$ cat config.mk
export PLATFORM = sky130hd
export DESIGN_NAME = store_buffer_fwd_flat
export DESIGN_NICKNAME = d
export VERILOG_FILES = /design/src/rtl/store_buffer_fwd_if.sv /design/src/rtl/store_buffer_fwd.sv /design/src/flat_wrapper.sv
export SDC_FILE = /design/constraint.sdc
export NUM_CORES = 1
export LEC_CHECK = 0
export ABC_AREA = 0
export BUFFER_PORTS_ARGS = -buffer_cell sky130_fd_sc_hd__buf_2
export CORE_UTILIZATION = 43
export DETAILED_ROUTE_END_ITERATION = 8
export PLACE_DENSITY_LB_ADDON = 0.25
export RECOVER_POWER = 50
export SLEW_MARGIN = 20
export SYNTH_ARGS = -nofsm -noshare
export SYNTH_HDL_FRONTEND = slang
export SYNTH_SLANG_ARGS = --single-unit
$ cat constraint.sdc
create_clock -name clk -period 8.9 [get_ports clk]
set_input_delay 1.78 -clock clk [delete_from_list [all_inputs] [get_ports clk]]
set_output_delay 1.78 -clock clk [all_outputs]
set_load 0.03 [all_outputs]
$ cat src/rtl/store_buffer_fwd_if.sv
// SRAM-like data port bundle (req/addr_ok/data_ok) shared by the CPU side and the dcache side.
// The requester uses the master modport; the responder uses the slave modport.
interface store_buffer_fwd_if #(
  parameter int AW = 32,
  parameter int DW = 32
);
  logic          req;
  logic          wr;
  logic [1:0]    size;
  logic [AW-1:0] addr;
  logic [DW-1:0] wdata;
  logic [3:0]    wstrb;
  logic [DW-1:0] rdata;
  logic          addr_ok;
  logic          data_ok;

  modport master (
    output req, wr, size, addr, wdata, wstrb,
    input  rdata, addr_ok, data_ok
  );

  modport slave (
    input  req, wr, size, addr, wdata, wstrb,
    output rdata, addr_ok, data_ok
  );
endinterface

$ cat src/rtl/store_buffer_fwd.sv
// Write-posting store buffer between the CPU data port and the dcache, with in-order drain.
// Optional store-to-load forwarding is compiled in with `define SB_LOAD_FORWARD_EN.

// Per-entry word-address compare against the incoming load.
module sb_ent_cmp #(
  parameter int AW = 32
) (
  input  logic          vld,
  input  logic [AW-1:0] ent_addr,
  input  logic [AW-1:0] ld_addr,
  output logic          hit
);
  assign hit = vld && (ent_addr[AW-1:2] == ld_addr[AW-1:2]);
endmodule

module store_buffer_fwd #(
  parameter int DEPTH = 8,
  parameter int AW    = 32,
  parameter int DW    = 32
) (
  input  logic                     clk,
  input  logic                     rst,
  store_buffer_fwd_if.slave        cpu_data,
  store_buffer_fwd_if.master       dcache_data,
  input  logic                     sb_flush_req,
  output logic                     sb_empty,
  output logic [$clog2(DEPTH):0]   sb_count
);
  localparam int IW = $clog2(DEPTH);
  localparam int PW = IW + 1;

  localparam logic [1:0] ST_IDLE       = 2'd0;
  localparam logic [1:0] ST_WAIT_LOAD  = 2'd1;
  localparam logic [1:0] ST_WAIT_STORE = 2'd2;

  logic [PW-1:0] wr_ptr_q, wr_ptr_d, rd_ptr_q, rd_ptr_d, cnt;
  logic [IW-1:0] wr_idx, rd_idx;
  logic [1:0]    state_q, state_d;
  logic          st_rsp_q, st_rsp_d;
  logic          full, empty, hit;
  logic          store_acc, load_grant, drain_go, pop, load_rsp;
  logic          fwd_acc, fwd_pend;
  logic [DEPTH-1:0] ent_hit;

  logic [DEPTH-1:0][AW-1:0] ent_addr_q;
  logic [DEPTH-1:0][DW-1:0] ent_wdata_q;
  logic [DEPTH-1:0][3:0]    ent_wstrb_q;
  logic [DEPTH-1:0][1:0]    ent_size_q;

  assign wr_idx = wr_ptr_q[IW-1:0];
  assign rd_idx = rd_ptr_q[IW-1:0];
  assign cnt    = wr_ptr_q - rd_ptr_q;
  assign empty  = (wr_ptr_q == rd_ptr_q);
  assign full   = (wr_ptr_q[IW] != rd_ptr_q[IW]) && (wr_idx == rd_idx);

  // An entry is live when its age offset from rd_ptr is below the occupancy.
  for (genvar g = 0; g < DEPTH; g++) begin : g_ent
    logic [IW-1:0] off;
    assign off = IW'(g) - rd_idx;
    sb_ent_cmp #(.AW(AW)) u_cmp (
      .vld      ({1'b0, off} < cnt),
      .ent_addr (ent_addr_q[g]),
      .ld_addr  (cpu_data.addr),
      .hit      (ent_hit[g])
    );
  end

  assign hit = |ent_hit;

`ifdef SB_LOAD_FORWARD_EN
  logic [IW-1:0] young_idx;
  logic [3:0]    ld_mask;
  logic          fwd_q, fwd_d;
  logic [DW-1:0] fwd_data_q, fwd_data_d;

  // Scan oldest to youngest so the last match left standing is the youngest.
  always_comb begin
    young_idx = rd_idx;
    for (int k = 0; k < DEPTH; k++) begin
      if (ent_hit[rd_idx + IW'(k)]) young_idx = rd_idx + IW'(k);
    end
  end

  always_comb begin
    case (cpu_data.size)
      2'd0:    ld_mask = 4'b0001 << cpu_data.addr[1:0];
      2'd1:    ld_mask = 4'b0011 << cpu_data.addr[1:0];
      default: ld_mask = 4'b1111;
    endcase
  end

  always_comb begin
    fwd_acc    = cpu_data.req && !cpu_data.wr && hit &&
                 ((ent_wstrb_q[young_idx] & ld_mask) == ld_mask) &&
                 !sb_flush_req && (state_q != ST_WAIT_LOAD) && !fwd_q;
    fwd_d      = fwd_acc;
    fwd_data_d = fwd_acc ? ent_wdata_q[young_idx] : fwd_data_q;
  end

  always_ff @(posedge clk or posedge rst) begin
    if (rst) begin
      fwd_q      <= 1'b0;
      fwd_data_q <= '0;
    end else begin
      fwd_q      <= fwd_d;
      fwd_data_q <= fwd_data_d;
    end
  end

  assign fwd_pend         = fwd_q;
  assign cpu_data.data_ok = st_rsp_q | fwd_q | load_rsp;
  assign cpu_data.rdata   = fwd_q ? fwd_data_q : dcache_data.rdata;
`else
  assign fwd_acc          = 1'b0;
  assign fwd_pend         = 1'b0;
  assign cpu_data.data_ok = st_rsp_q | load_rsp;
  assign cpu_data.rdata   = dcache_data.rdata;
`endif

  always_comb begin
    store_acc  = cpu_data.req && cpu_data.wr && !full && !sb_flush_req &&
                 (state_q != ST_WAIT_LOAD) && !fwd_pend;
    load_grant = cpu_data.req && !cpu_data.wr && !hit && (state_q == ST_IDLE) &&
                 !sb_flush_req && !st_rsp_q && !fwd_pend;
    drain_go   = (state_q == ST_IDLE) && !empty && !load_grant;
    pop        = drain_go && dcache_data.addr_ok;
    wr_ptr_d   = wr_ptr_q + PW'(store_acc);
    rd_ptr_d   = rd_ptr_q + PW'(pop);
    st_rsp_d   = store_acc;
    state_d    = state_q;
    case (state_q)
      ST_IDLE: begin
        if (load_grant && dcache_data.addr_ok) state_d = ST_WAIT_LOAD;
        else if (pop)                          state_d = ST_WAIT_STORE;
      end
      ST_WAIT_LOAD, ST_WAIT_STORE: begin
        if (dcache_data.data_ok) state_d = ST_IDLE;
      end
      default: state_d = ST_IDLE;
    endcase
  end

  always_ff @(posedge clk or posedge rst) begin
    if (rst) begin
      wr_ptr_q <= '0;
      rd_ptr_q <= '0;
      state_q  <= ST_IDLE;
      st_rsp_q <= 1'b0;
    end else begin
      wr_ptr_q <= wr_ptr_d;
      rd_ptr_q <= rd_ptr_d;
      state_q  <= state_d;
      st_rsp_q <= st_rsp_d;
    end
  end

  // Entry RAM carries no reset; liveness comes only from the pointers.
  always_ff @(posedge clk) begin
    if (store_acc) begin
      ent_addr_q[wr_idx]  <= cpu_data.addr;
      ent_wdata_q[wr_idx] <= cpu_data.wdata;
      ent_wstrb_q[wr_idx] <= cpu_data.wstrb;
      ent_size_q[wr_idx]  <= cpu_data.size;
    end
  end

  assign load_rsp = (state_q == ST_WAIT_LOAD) && dcache_data.data_ok;

  assign dcache_data.req   = load_grant | drain_go;
  assign dcache_data.wr    = drain_go;
  assign dcache_data.size  = load_grant ? cpu_data.size : ent_size_q[rd_idx];
  assign dcache_data.addr  = load_grant ? cpu_data.addr : ent_addr_q[rd_idx];
  assign dcache_data.wdata = load_grant ? '0 : ent_wdata_q[rd_idx];
  assign dcache_data.wstrb = load_grant ? 4'h0 : ent_wstrb_q[rd_idx];

  assign cpu_data.addr_ok = store_acc | (load_grant & dcache_data.addr_ok) | fwd_acc;

  assign sb_empty = (cnt == '0) && (state_q != ST_WAIT_STORE);
  assign sb_count = cnt;
endmodule
$ cat src/flat_wrapper.sv
// flat-port wrapper written by rule: the top's interface ports become plain ports
module store_buffer_fwd_flat 
#(
  parameter int DEPTH = 8,
  parameter int AW    = 32,
  parameter int DW    = 32
)
  (clk, rst, sb_flush_req, sb_empty, sb_count, cpu_data_req, cpu_data_wr, cpu_data_size, cpu_data_addr, cpu_data_wdata, cpu_data_wstrb, cpu_data_rdata, cpu_data_addr_ok, cpu_data_data_ok, dcache_data_req, dcache_data_wr, dcache_data_size, dcache_data_addr, dcache_data_wdata, dcache_data_wstrb, dcache_data_rdata, dcache_data_addr_ok, dcache_data_data_ok);
  store_buffer_fwd_if #(.AW(AW), .DW(DW)) cpu_data_i ();
  store_buffer_fwd_if #(.AW(AW), .DW(DW)) dcache_data_i ();
  input  logic clk;
  input  logic rst;
  input  logic sb_flush_req;
  output logic sb_empty;
  output logic [$clog2(DEPTH):0] sb_count;
  input wire logic [$bits(cpu_data_i.req)-1:0] cpu_data_req;
  input wire logic [$bits(cpu_data_i.wr)-1:0] cpu_data_wr;
  input wire logic [$bits(cpu_data_i.size)-1:0] cpu_data_size;
  input wire logic [$bits(cpu_data_i.addr)-1:0] cpu_data_addr;
  input wire logic [$bits(cpu_data_i.wdata)-1:0] cpu_data_wdata;
  input wire logic [$bits(cpu_data_i.wstrb)-1:0] cpu_data_wstrb;
  output wire logic [$bits(cpu_data_i.rdata)-1:0] cpu_data_rdata;
  output wire logic [$bits(cpu_data_i.addr_ok)-1:0] cpu_data_addr_ok;
  output wire logic [$bits(cpu_data_i.data_ok)-1:0] cpu_data_data_ok;
  output wire logic [$bits(dcache_data_i.req)-1:0] dcache_data_req;
  output wire logic [$bits(dcache_data_i.wr)-1:0] dcache_data_wr;
  output wire logic [$bits(dcache_data_i.size)-1:0] dcache_data_size;
  output wire logic [$bits(dcache_data_i.addr)-1:0] dcache_data_addr;
  output wire logic [$bits(dcache_data_i.wdata)-1:0] dcache_data_wdata;
  output wire logic [$bits(dcache_data_i.wstrb)-1:0] dcache_data_wstrb;
  input wire logic [$bits(dcache_data_i.rdata)-1:0] dcache_data_rdata;
  input wire logic [$bits(dcache_data_i.addr_ok)-1:0] dcache_data_addr_ok;
  input wire logic [$bits(dcache_data_i.data_ok)-1:0] dcache_data_data_ok;
  assign cpu_data_i.req = cpu_data_req;
  assign cpu_data_i.wr = cpu_data_wr;
  assign cpu_data_i.size = cpu_data_size;
  assign cpu_data_i.addr = cpu_data_addr;
  assign cpu_data_i.wdata = cpu_data_wdata;
  assign cpu_data_i.wstrb = cpu_data_wstrb;
  assign cpu_data_rdata = cpu_data_i.rdata;
  assign cpu_data_addr_ok = cpu_data_i.addr_ok;
  assign cpu_data_data_ok = cpu_data_i.data_ok;
  assign dcache_data_req = dcache_data_i.req;
  assign dcache_data_wr = dcache_data_i.wr;
  assign dcache_data_size = dcache_data_i.size;
  assign dcache_data_addr = dcache_data_i.addr;
  assign dcache_data_wdata = dcache_data_i.wdata;
  assign dcache_data_wstrb = dcache_data_i.wstrb;
  assign dcache_data_i.rdata = dcache_data_rdata;
  assign dcache_data_i.addr_ok = dcache_data_addr_ok;
  assign dcache_data_i.data_ok = dcache_data_data_ok;
  store_buffer_fwd #(.DEPTH(DEPTH), .AW(AW), .DW(DW)) u_core (.clk(clk), .rst(rst), .cpu_data(cpu_data_i), .dcache_data(dcache_data_i), .sb_flush_req(sb_flush_req), .sb_empty(sb_empty), .sb_count(sb_count));
endmodule
=== After elaboration in Yosys (flattened, before gate mapping) ===
Cells that the tools add are included.

* Register bits after elaboration: 571
* Input port bits: 109
* Output and inout bits: 111
* Word-level logic and storage cells: 142

* Add/subtract/negate cells: 11
* $lt $le $gt $ge: 11
* Equal/unequal tests: 17
* Muxes and demuxes: 26
* Bitwise logic cells: 4
* Reductions and logical operators: 37

{| class="wikitable"
|+ Operator list
! cell !! count
|-
| bitwise mux 256 bit || 2
|-
| equality test 30 bit || 8
|-
| binary-select mux 32 bit (select 3 bit) || 2
|-
| 2-to-1 mux 32 bit || 5
|-
| demux 32 bit (select 3 bit) || 1
|-
| bitwise mux 32 bit || 1
|-
| < comparator 3 x 4 -> 1 bit || 8
|-
| logical AND 1 bit || 25
|-
| bitwise mux 16 bit || 1
|-
| binary-select mux 4 bit (select 3 bit) || 1
|-
| demux 4 bit (select 3 bit) || 1
|-
| 2-to-1 mux 2 bit || 6
|-
| 2-to-1 mux 4 bit || 3
|-
| subtractor 3 bit, first input constant || 4
|-
| adder 4 x 1 -> 4 bit || 2
|-
| < comparator 3 x 4 -> 1 bit, second input constant || 2
|-
| OR reduction 8 bit || 1
|-
| logical NOT 1 bit || 7
|-
| binary-select mux 2 bit (select 3 bit) || 1
|-
| demux 2 bit (select 3 bit) || 1
|-
| subtractor 1 x 3 -> 3 bit, first input constant || 2
|-
| subtractor 2 x 3 -> 3 bit, first input constant || 2
|-
| equality test 4 bit || 1
|-
| logical NOT 4 bit || 1
|-
| 15 further kinds || 18
|}

=== Depth between registers and ports, before layout ===
* Depth in word-level cells: 15
* Gate-level depth with buffers: 18
* Gate-level depth less buffers: 16

=== Hierarchy ===
A second synthesis with hierarchy kept.

* Cells, all modules: 1479
* Area, all modules: 25365.6 µm²

{| class="wikitable"
|+ By module, submodules not included
! module !! times used !! cells each !! area an instance (µm²) !! seq. area each (µm²)
|-
| store_buffer_fwd || 1 || 1159 || 22703.0 || 17091.4
|-
| sb_ent_cmp || 8 || 40 || 332.8 || 0.0
|}

=== Worst setup path before layout ===
Ideal clock, no wire load.

* Path kind: register to register
* From: register u_core.rd_ptr_q[0]
* To: register u_core.ent_addr_q[0] (netlist name), enable pin
* Library setup time: 0.584 ns
* Arrival: 7.478 ns
* Required time: 8.316 ns
* Path slack: 0.839 ns
* Stages on the path, launching flop included: 12
* Buffers on the path: 4
* Clock period less this slack: 8.061 ns
* Cell sequence: dfrtp_1 -> clkbuf_1 -> buf_2 -> buf_2 -> buf_2 -> inv_1 -> ha_1 -> nand3_1 -> nand2b_1 -> nor4bb_1 -> nand2_1 -> nor3_1

* Cells in the longest elaborated chain, start to end: 6

{| class="wikitable"
|+ Ends and longest elaborated chain
! what !! line !! text
|-
| start: declaration || store_buffer_fwd.sv:36 || <nowiki>logic [PW-1:0] wr_ptr_q, wr_ptr_d, rd_ptr_q, rd_ptr_d, cnt;</nowiki>
|-
| start signal: assignment || store_buffer_fwd.sv:151 || <nowiki>rd_ptr_q <= rd_ptr_d;</nowiki>
|-
| equality test 3 bit || store_buffer_fwd.sv:54 || <nowiki>assign full = (wr_ptr_q[IW] != rd_ptr_q[IW]) && (wr_idx == rd_idx);</nowiki>
|-
| logical AND 1 bit || store_buffer_fwd.sv:54 ||
|-
| logical NOT 1 bit || store_buffer_fwd.sv:121 || <nowiki>store_acc = cpu_data.req && cpu_data.wr && !full && !sb_flush_req &&</nowiki>
|-
| logical AND 1 bit (3 in series) || store_buffer_fwd.sv:121 ||
|-
| net u_core.st_rsp_d || store_buffer_fwd.sv:39 || <nowiki>logic st_rsp_q, st_rsp_d;</nowiki>
|-
| end signal: indexed assignment || store_buffer_fwd.sv:160 || <nowiki>ent_addr_q[wr_idx] <= cpu_data.addr;</nowiki>
|-
| end: declaration || store_buffer_fwd.sv:45 || <nowiki>logic [DEPTH-1:0][AW-1:0] ent_addr_q;</nowiki>
|}

The timed path passes the listed nets, and every way through them passes these cells.
A chain may end at the register's enable or synchronous reset.

=== Worst setup path after layout ===
* From: input port cpu_data_addr[2]
* To: output port dcache_data_wdata[28]

* Cells in the longest elaborated chain, start to end: 9
* Elaborated cells between the ends (all ways): 23
* Those cells by class: eq/ne (8); mux (1); reduce/logical (14)

{| class="wikitable"
|+ Ends and longest elaborated chain
! what !! line !! text
|-
| start: declaration || flat_wrapper.sv:19 || <nowiki>input wire logic [$bits(cpu_data_i.addr)-1:0] cpu_data_addr;</nowiki>
|-
| equality test 30 bit || store_buffer_fwd.sv:13 || <nowiki>assign hit = vld && (ent_addr[AW-1:2] == ld_addr[AW-1:2]);</nowiki>
|-
| logical AND 1 bit || store_buffer_fwd.sv:13 ||
|-
| OR reduction 8 bit (*) || store_buffer_fwd.sv:68 || <nowiki>assign hit = |ent_hit;</nowiki>
|-
| logical NOT 1 bit (*) || store_buffer_fwd.sv:123 || <nowiki>load_grant = cpu_data.req && !cpu_data.wr && !hit && (state_q == ST_IDLE) &&</nowiki>
|-
| logical AND 1 bit (*) (3 in series) || store_buffer_fwd.sv:123 ||
|-
| logical AND 1 bit (*) || store_buffer_fwd.sv:124 || <nowiki>!sb_flush_req && !st_rsp_q && !fwd_pend;</nowiki>
|-
| 2-to-1 mux 32 bit (*) || store_buffer_fwd.sv:173 || <nowiki>assign dcache_data.wdata = load_grant ? '0 : ent_wdata_q[rd_idx];</nowiki>
|-
| end: declaration || flat_wrapper.sv:29 || <nowiki>output wire logic [$bits(dcache_data_i.wdata)-1:0] dcache_data_wdata;</nowiki>
|}

Every way passes the cells marked *; elsewhere a longest branch is shown, timed or not.

==> summary.txt <==
Clock network
  • CTS sink cnt: 571
  • Root buffer cell: clkbuf_16
  • Post-CTS sizing: 0
  • Hold buffer count at CTS: 0
  • CTS Buf Count: 61
  • H-tree depth: 2
  • Clock Latency Late Sink: 0.64 ns
  • Postcts setup bufs: 0
  • TritonCTS clock tree: built
  • CTS clk-pin slew, worst paths: 0.06 ns
  • Clock buffer depth: 3

Routing
  • Post-DRT Antenna Nets: 0
  • Starting DRC count in detailed routing: 1281
  • Via count: 13800
  • Routed Wire Length: 65900 µm
  • DR vias/cell: 5.60
  • Detailed Routing Iterations Pass 1: 7
  • WL/cell: 26.8 µm
  • Post-route DRC: 0

Power
  • Flop pwr share: 35.7%
  • Switching Fraction: 35.6%
  • Power Internal: 5860 µW
  • NetSw: 3240 µW
  • Leak Pwr: 0.00959 µW
  • Clk network pwr share: 28.2%
  • Peak VDD IR: 249 µV
  • Comb power frac: 36.1%
  • Power per Cell Area: 315 nW/µm²

Logic synthesis
  • Largest area contributor in the netlist: edfxtp_1
  • Synth top cells by count: 560 x edfxtp_1, 185 x nand2_1, 153 x xor2_1, 140 x mux4_2, 95 x xnor2_1
  • Post-synth top area share: 65.5%
  • Yosys warning total: 0
  • EDFF count, synth: 560
  • Mapped Cells: 1511
  • Dominant cells by area after synthesis: edfxtp_1 65%, mux4_2 12%, xor2_1 5.2%
  • Yosys reg bits: 571
  • Syn Nets: 1640
  • Distinct cells, synth: 49
  • Top-count cell post-synth: edfxtp_1
  • Syn Area/Cell: 17.0 µm²
  • Sequential share of the synthesized area: 66.5%
  • Top_reg_cell synth: edfxtp_1
  • Syn Std Cell Area: 25700 µm²
  • Ys async rst share: 1.93%

STA
  • Unrepaired setup endpoints after global routing: false
  • Slew Limit Fails: 118
  • Final setup fails: 0
  • Final Skew: 0.0383 ns
  • Fmax: 134 MHz
  • Setup Total Neg Slack: 0 ns
  • Worst slew pin tran: 2.27 ns
  • Rel. slew slack: -51.6%
  • WHS: 0.532 ns
  • Tcrit/Tclk final: 83.9%
  • Final hold vios: 0
  • Final min period: 7.47 ns

Worst setup path
  • CP max stage delay: 0.67 ns
  • Critical path cell sequence: clkbuf_1 -> xor2_1 -> nor4_1 -> nand4_1 -> nor4_1 -> nor4_1 -> nor3_2 -> nor3_4 -> buf_4 -> a21oi_1 -> buf_2
  • Critical path data required time: 7.12 ns
  • Arrival @ worst endpoint: 5.69 ns
  • Slowest cell on crit path: nor4_1
  • Setup crit end kind: primary output
  • Startpoint Class: input port
  • Cell mode on critical path: nor4_1
  • CP Buf/Inv Count: 3
  • Worst Path Max Fanout: 51
  • CP top delay family: simple AND/OR/NAND/NOR gates
  • CP Class: input port to primary output

GRT
  • Overflow after GRT: 0
  • Vias in the first global route: 14000
  • Largest net degree at the start of global routing: 69
  • Total track usage: 21.9%
  • First-pass GRT wire length: 95900 µm
  • Initial antenna violation count: 4

Layout
  • Syn-to-layout area delta: 12.4%
  • Fillers: 5048
  • N_diodes: 0
  • Ratio of cells with drive above 1 in the final layout: 23.1%
  • Nets: 1766

Place
  • Dpl hpwl: 41000 µm
  • GP Congestion: 0.897
  • Port Buffers: 155

Die
  • Starting Density: 43.5%
  • # rows: 89
  • Die Width: 246 µm
  • Die footprint: 60700 µm²
  • Area of the core: 59000 µm²
  • Top-Level Pins: 220
  • Chip height: 246 µm

Flow run
  • Number of max-cap violations: 4

Hold path
  • Hold WC Path Type: flop to flop

Status
  • Status: finished, violations left
  • Failing checks: capacitance limit, slew limit
[worst paths after layout]
kind	endpoint	slack, ns	startpoint	depth (start not counted)
worst min-delay path	u_core.wr_ptr_q[3]$_DFF_PP0_	0.53	u_core.wr_ptr_q[3]$_DFF_PP0_	1
worst max-delay path	dcache_data_wdata[28]	1.43	cpu_data_addr[2]	11
worst max register to register	u_core.ent_addr_q[170]$_DFFE_PP_	3.29	u_core.rd_ptr_q[1]$_DFF_PP0_	10
min in group asynchronous	u_core.wr_ptr_q[3]$_DFF_PP0_	1.18	rst	2
max in group asynchronous	u_core.rd_ptr_q[2]$_DFF_PP0_	7.37	rst	2
worst min register to register	u_core.wr_ptr_q[3]$_DFF_PP0_	0.53	u_core.wr_ptr_q[3]$_DFF_PP0_	1
[logic make-up (layout without fill, tap and decap cells)]
family	Yosys count	in the layout	share of synthesized area, %
AO/OA/AOI/OAI	58	58	1.25
XOR/XNOR	249	249	8.52
adder cells (fa/ha/maj)	21	21	1.04
buffers and inverters	135	311	3.11
flip-flops	571	571	66.5
multiplexers	174	174	14.0
AND/OR/NAND/NOR	303	303	5.53
[power by group through the flow]
stage | combinational [µW] | sequential (µW) | clock [µW]
after floorplan | 2490 | 3210 | 0
final | 3290 | 3250 | 2570
after CTS | 3350 | 3250 | 2630
after global routing | 3540 | 3270 | 2720
after global placement | 3330 | 3300 | 0
after detailed placement | 3330 | 3310 | 0
[per-stage QoR]
step	setup WS [ns]	instance area, µm²	std cells	utilization, %	power (µW)
final	1.43	28900	2460	48.9	9100
after global routing	1.25	28900	2460	48.9	9530
after CTS	1.83	29000	2460	49.1	9220
after detailed placement	1.89	27000	2347	45.7	6640
after global placement	1.93	27000	2347	45.7	6630
after floorplan	0.839	25700	1511	-	5700
[final cells by class]
type | instances | area [µm²] | share of cell area (%)
repair buffers | 181 | 868 | 3.01
well taps | 773 | 967 | 3.35
clock buffers | 71 | 1560 | 5.42
multi-input cells | 805 | 7850 | 27.2
flip-flops and latches | 571 | 17100 | 59.2
inverters | 17 | 63.8 | 0.221
clock inverters | 42 | 468 | 1.62
[sequential cells by signal, indices dropped and copies added, names as in the netlist]
register            flops
u_core.ent_wdata_q    256
u_core.rd_ptr_q         4
u_core.ent_addr_q     256
u_core.ent_size_q      16
u_core.st_rsp_q         1
u_core.ent_wstrb_q     32
u_core.wr_ptr_q         4
u_core.state_q          2
[metal layers]
metal  global-route usage, %  vias to the layer above  share of wire [%]
met4                    7.37                        8                2.9
met1                    30.2                     7142                 42
li1                        -                     6014                  -
met5                       0                        -              0.070
met2                    34.5                      508                 47
met3                    4.86                      102                7.2
[layout by cell type, fill, tap and decap left out, types with 2 or more instances in the layout]
cell / netlist / routed
nor3_1: 5 / 4
clkinv_2: 0 / 14
mux2_2: 17 / 17
buf_2: 19 / 85
buf_4: 55 / 20
edfxtp_1: 560 / 560
bufinv_16: 0 / 9
nand2_1: 185 / 185
clkinvlp_4: 0 / 2
mux4_2: 140 / 140
clkbuf_1: 29 / 85
dfrtp_1: 11 / 8
o21ai_0: 3 / 3
nor2_4: 0 / 5
a21oi_1: 43 / 43
a21o_1: 4 / 4
nand2b_1: 4 / 4
xnor2_1: 95 / 95
inv_2: 2 / 2
ha_1: 19 / 19
nand3_1: 7 / 7
inv_1: 15 / 15
nor2b_1: 2 / 2
o22ai_1: 2 / 2
mux2_4: 17 / 17
clkbuf_16: 0 / 61
dfrtp_4: 0 / 3
nor3_2: 2 / 2
nor2_1: 14 / 9
nand4_1: 30 / 30
xor2_1: 153 / 153
clkinv_1: 0 / 13
nor4_1: 43 / 43
(Power assumes the default switching activity.)
